===== config.mk =====
export PLATFORM = sky130hd
export DESIGN_NAME = buck_pwm_controller
export DESIGN_NICKNAME = d
export VERILOG_FILES = /design/src/rtl/buck_ctrl_pkg.sv /design/src/rtl/pwm_period_counter.sv /design/src/rtl/buck_pwm_controller.sv
export SDC_FILE = /design/constraint.sdc
export NUM_CORES = 1
export LEC_CHECK = 0
export CAP_MARGIN = 15
export CORE_MARGIN = 3
export CORE_UTILIZATION = 50
export DETAILED_ROUTE_END_ITERATION = 6
export GPL_ROUTABILITY_DRIVEN = 1
export MAX_ROUTING_LAYER = met4
export PLACE_DENSITY = 0.78
export SYNTH_ARGS = -nofsm -noshare
export SYNTH_HDL_FRONTEND = slang
export SYNTH_HIERARCHICAL = 1
export SYNTH_SLANG_ARGS = --single-unit
export TNS_END_PERCENT = 5

===== constraint.sdc =====
create_clock -name clk_i -period 9.8 [get_ports clk_i]
set_clock_uncertainty 0.15 [all_clocks]
set_input_delay 2.94 -clock clk_i [delete_from_list [all_inputs] [get_ports clk_i]]
set_output_delay 2.94 -clock clk_i [all_outputs]
set_load 0.05 [all_outputs]

===== src/rtl/buck_ctrl_pkg.sv =====
// Shared types and widths for the buck PWM controller.
package buck_ctrl_pkg;

  localparam int unsigned DutyW = 8;
  localparam int unsigned VoltW = 16;
  localparam int unsigned CntW  = 8;

  typedef enum logic [1:0] {
    StIdle      = 2'd0,
    StSoftstart = 2'd1,
    StRun       = 2'd2,
    StFault     = 2'd3
  } buck_state_e;

endpackage


===== src/rtl/pwm_period_counter.sv =====
// Free-running PWM period counter (0..PERIOD-1) with a registered period-start strobe.
module pwm_period_counter
  import buck_ctrl_pkg::*;
#(
  parameter int unsigned PERIOD = 200
) (
  input  logic            clk_i,
  input  logic            rst_i,
  output logic [CntW-1:0] cnt_o,
  output logic            wrap_o,
  output logic            sync_o
);

  localparam logic [CntW-1:0] Last = CntW'(PERIOD - 1);

  logic [CntW-1:0] cnt_q;
  logic            sync_q;

  assign wrap_o = (cnt_q == Last);
  assign cnt_o  = cnt_q;
  assign sync_o = sync_q;

  // Count and wrap; sync marks the first cycle of the new period.
  always_ff @(posedge clk_i) begin
    if (rst_i) begin
      cnt_q  <= '0;
      sync_q <= 1'b0;
    end else begin
      cnt_q  <= wrap_o ? '0 : cnt_q + 1'b1;
      sync_q <= wrap_o;
    end
  end

endmodule


===== src/rtl/buck_pwm_controller.sv =====
// PWM sequencer for the buck converter model: soft-start, duty tracking, period strobe.
// Optional over-voltage protection is compiled in when BUCK_OVP_EN is defined.
module buck_pwm_controller
  import buck_ctrl_pkg::*;
#(
  parameter int unsigned PERIOD    = 200,
  parameter int unsigned DUTY_MAX  = 180,
  parameter int unsigned RAMP_STEP = 4,
  parameter int unsigned OVP_CNT   = 8
) (
  input  logic             clk_i,
  input  logic             rst_i,
  input  logic             enable_i,
  input  logic [DutyW-1:0] duty_target_i,
  input  logic [VoltW-1:0] v_fb_i,
  input  logic [VoltW-1:0] ovp_limit_i,
  output logic             sw_o,
  output logic             sync_o,
  output logic [DutyW-1:0] duty_o,
  output logic [1:0]       state_o,
  output logic             fault_o
);

  localparam logic [DutyW-1:0] DutyMax  = DutyW'(DUTY_MAX);
  localparam logic [DutyW-1:0] RampStep = DutyW'(RAMP_STEP);

  buck_state_e      state_q, state_d;
  logic [DutyW-1:0] duty_q, duty_d;
  logic             sw_q, sw_d;
  logic [CntW-1:0]  cnt;
  logic             wrap;
  logic             ovp_trip;
  logic [DutyW-1:0] target, gap, duty_slewed;

  pwm_period_counter #(
    .PERIOD (PERIOD)
  ) u_period (
    .clk_i  (clk_i),
    .rst_i  (rst_i),
    .cnt_o  (cnt),
    .wrap_o (wrap),
    .sync_o (sync_o)
  );

  // Clamped target and the duty value one slew step closer to it.
  always_comb begin
    target = (duty_target_i > DutyMax) ? DutyMax : duty_target_i;
    gap    = target - duty_q;
    if (target > duty_q) begin
      duty_slewed = duty_q + ((gap > RampStep) ? RampStep : gap);
    end else begin
      duty_slewed = target;
    end
  end

`ifdef BUCK_OVP_EN
  localparam logic [7:0] OvpLast = 8'(OVP_CNT - 1);

  logic [7:0] ovp_cnt_q, ovp_cnt_d;

  // Count consecutive over-limit cycles while switching; trip on reaching OVP_CNT.
  always_comb begin
    ovp_cnt_d = '0;
    ovp_trip  = 1'b0;
    if ((state_q == StSoftstart || state_q == StRun) && (v_fb_i > ovp_limit_i)) begin
      ovp_cnt_d = ovp_cnt_q + 8'd1;
      ovp_trip  = (ovp_cnt_q == OvpLast);
    end
  end

  // Over-voltage counter register.
  always_ff @(posedge clk_i) begin
    if (rst_i) ovp_cnt_q <= '0;
    else       ovp_cnt_q <= ovp_cnt_d;
  end

  assign fault_o = (state_q == StFault);
`else
  logic unused_ovp;
  assign unused_ovp = ^{v_fb_i, ovp_limit_i, 8'(OVP_CNT)};
  assign ovp_trip   = 1'b0;
  assign fault_o    = 1'b0;
`endif

  // Next state and duty; duty only moves at the period wrap, fault beats enable drop.
  always_comb begin
    state_d = state_q;
    duty_d  = duty_q;
    unique case (state_q)
      StIdle: begin
        duty_d = '0;
        if (enable_i) state_d = StSoftstart;
      end
      StSoftstart, StRun: begin
        if (ovp_trip) begin
          state_d = StFault;
          duty_d  = '0;
        end else if (!enable_i) begin
          state_d = StIdle;
          duty_d  = '0;
        end else if (wrap) begin
          duty_d = duty_slewed;
          if (state_q == StSoftstart && duty_slewed == target) state_d = StRun;
        end
      end
      StFault: begin
        duty_d = '0;
        if (!enable_i) state_d = StIdle;
      end
      default: begin
        state_d = StIdle;
        duty_d  = '0;
      end
    endcase
    // Gate is killed in the same cycle the FSM leaves a switching state.
    sw_d = ((state_d == StSoftstart) || (state_d == StRun)) && (cnt < duty_q);
  end

  // State, duty and gate registers.
  always_ff @(posedge clk_i) begin
    if (rst_i) begin
      state_q <= StIdle;
      duty_q  <= '0;
      sw_q    <= 1'b0;
    end else begin
      state_q <= state_d;
      duty_q  <= duty_d;
      sw_q    <= sw_d;
    end
  end

  assign sw_o    = sw_q;
  assign duty_o  = duty_q;
  assign state_o = state_q;

endmodule


==> impl_results.md <==
- Post-synth top area cell: dfxtp_1
- Fin cells: 365
- Synth top area share: 0.177
- Gpl congestion: 0.889
- Post-layout nets: 387
- Tcrit/Tclk final: 0.902
- M1 GR Usage: 0.302
- Min cycle time layout: 8830 ps
- Hold Path Class: register to register
- Top post-synthesis cells by count: 31 x nor2_1, 26 x ha_1, 25 x a21oi_1, 22 x inv_1
- F_max: 113 MHz
- Max Cap Viol: 0
- Inst Count DP: 361
- Hold-fix buffers, CTS: 0
- Worst vdd ir: 0.0507 mV
- Hold Vio Cnt, Final: 0
- CP max stage delay: 680 ps
- Req. time, crit path: 9820 ps
- CP Class: input port to register
- Drt wl/cell: 14.9 µm
- First-pass GRT wire length: 8930 µm
- Overflow after GRT: 0
- Remaining antenna violation count after routing: 0
- Worst-Margin Slew: 838 ps
- Critical Path AT: 8850 ps
- Total Routing Usage GR: 0.214
- CTS Root Cell: clkbuf_8
- Clock latency on the worst-skew pair: 260 ps
- CP max FO: 9
- Post-synth EDFFs: 0
- Iter 0 DRT Violations: 129
- Largest net degree at the start of global routing: 18
- Slew Limit Headroom: 0.441
- Final WL: 5440 µm
- Max Root-Sink Buffers: 2
- Final Util: 0.618
- Die height: 73.3 µm
- Worst r2r path cells: 17
- Core Rows: 23
- Post-synthesis sequential area ratio: 0.177
- DR vias/cell: 5.88
- Hold Path Cell Cnt: 1
- H-tree depth: 1
- DIE AREA: 5370 µm²
- Mapped Area: 2260 µm²
- Top-count cell post-synth: nor2_1
- Status: finished, final reports clean
- Ant. Diodes: 0
- CP startpoint kind: input port
- Die X: 73.3 µm
- Type of element capturing the critical path: register
- Worst hold slack: 361 ps
- Busiest grt layer: met2
- Layout cells sized above 1: 0.0603
- Initial Utilization: 0.543
- Gates resized, CTS repair: 0
- # port buffers: 22
- Yosys cell types: 60
- Setup ws final: 965 ps
- Worst path slowest cell: clkdlybuf4s50_1
- Unrepaired setup endpoints after global routing: no
- Crit path cell chain: clkdlybuf4s50_1 -> o21ai_0 -> o21ai_0 -> ha_1 -> fa_1 -> xor2_1 -> a21oi_1 -> or4b_1 -> nor4b_2 -> and2_1 -> nor2b_1 -> ha_1 -> nand4b_1 -> nor2_1 -> and4b_1 -> or4_2 -> nand2_1 -> o31a_1 -> xnor2_1 -> a2111oi_2
- I/O pins: 56
- Drt pass-1 iters: 5
- CTS tree: built
- Syn-to-layout area delta: 13.9%
- Async S/R FF share, synth: 0
- Lkg Pwr: 1.00 nW
- CTS sink count: 20
- Hpwl dp: 4280 µm
- Final Setup Violations: 0
- Initial antenna violation count: 0
- Syn Area/Cell: 7.73 µm²
- Core area: 4170 µm²
- Synth area leaders: dfxtp_1 18%, ha_1 14%, a21oi_1 5.5%
- Synth Instances: 293
- Largest delay share family, worst path: simple AND/OR/NAND/NOR gates
- Synthesized flop and latch total: 20
- Post-place setup slack: 667 ps
- Met3 Resource Use GR: 0.0356
- Vias in the first global route: 1,918
- Cell Pwr Density: 82.9 nW/µm²
- Main flop type after synthesis: dfxtp_1
- Filler Cells Inserted: 364
- Max-slew violations: 0
- Clk slew on worst S/H paths: 80 ps
- Post-CTS setup buffers: 0
- Met2 usage: 0.322
- Worst path depth: 20
- Setup_tns: 0 ps
- DR DRC count: 0
- DR vias: 2,146
- YS warnings: 6
- Worst path buffer plus inverter count: 1
- TritonCTS Buffers: 3
==> layer usage <==
layer,up-vias,wire length (µm),part of all wire
li1,1103,-,-
met2,77,2460,0.45
met1,956,2590,0.48
met4,0,42,0.0077
met5,-,0,0
met3,10,337,0.062
==> final timing paths <==
check                           slack, ps           endpoint               from
worst max-delay path                  970               sw_o   duty_target_i[7]
worst min-delay path                  360  u_period/cnt_o[0]  u_period/cnt_o[0]
worst max register to register       4430               sw_o          duty_o[0]
worst min register to register        360  u_period/cnt_o[0]  u_period/cnt_o[0]
==> cells in the final DEF, fill, tap and decap left out, types with 5 or more instances in the layout <==
master / count
dfxtp_1: 20
a21oi_1: 25
a21o_1: 5
ha_1: 26
nand2b_1: 6
mux2i_1: 6
nor2_1: 31
nand2_1: 20
o21ai_0: 20
xnor2_1: 11
clkdlybuf4s50_1: 22
inv_1: 22
xor2_1: 6
a211oi_1: 5
conb_1: 5
nor2b_1: 6
nand3_1: 5
==> registers in the layout, summed over array words and instances (netlist names) <==
signal and flops:
duty_o 8, state_o 2, u_period/sync_o 1, sw_o 1, u_period/cnt_o 8
==> power breakdown <==
part	internal, mW	switching (mW)
sequential	0.0829	0.00250
combinational	0.0263	0.0370
clock	0.0358	0.0294
==> cells by family after synthesis <==
group	Yosys count	synth area share
other	1	0.00166
DFF	20	0.177
adders and majority gates	28	0.161
AOI/OAI and AO/OA	88	0.261
buffers and inverters	30	0.0530
and+or+nand+nor	103	0.254
xor gates and xnor gates	17	0.0657
muxes	6	0.0265
==> per-stage QoR <==
stage	power [mW]	area [µm²]
final	0.214	2580
after global routing	0.225	2580
after CTS	0.214	2580
after detailed placement	0.149	2520
after global placement	0.148	2520
after floorplan	0.133	2280
==> final cells by class <==
class | count | area, µm² | share of cell area
multi-input cells | 247 | 1760 | 0.682
well taps | 50 | 62.6 | 0.0242
flip-flops and latches | 20 | 400 | 0.155
inverters | 22 | 82.6 | 0.0320
clock buffers | 4 | 55.1 | 0.0213
repair buffers | 22 | 220 | 0.0854
==> worst reg2reg max path, cell delays in order, from the launching register on <==
cell	delay, ps
dfxtp_1	410
ha_1	280
fa_1	410
xor2_1	240
a21oi_1	80
or4b_1	520
nor4b_2	370
and2_1	350
nor2b_1	270
ha_1	270
nand4b_1	210
nor2_1	110
and4b_1	240
or4_2	680
nand2_1	100
o31a_1	170
xnor2_1	90
a2111oi_2	320
No activity file was read; power rests on OpenSTA's default activity.
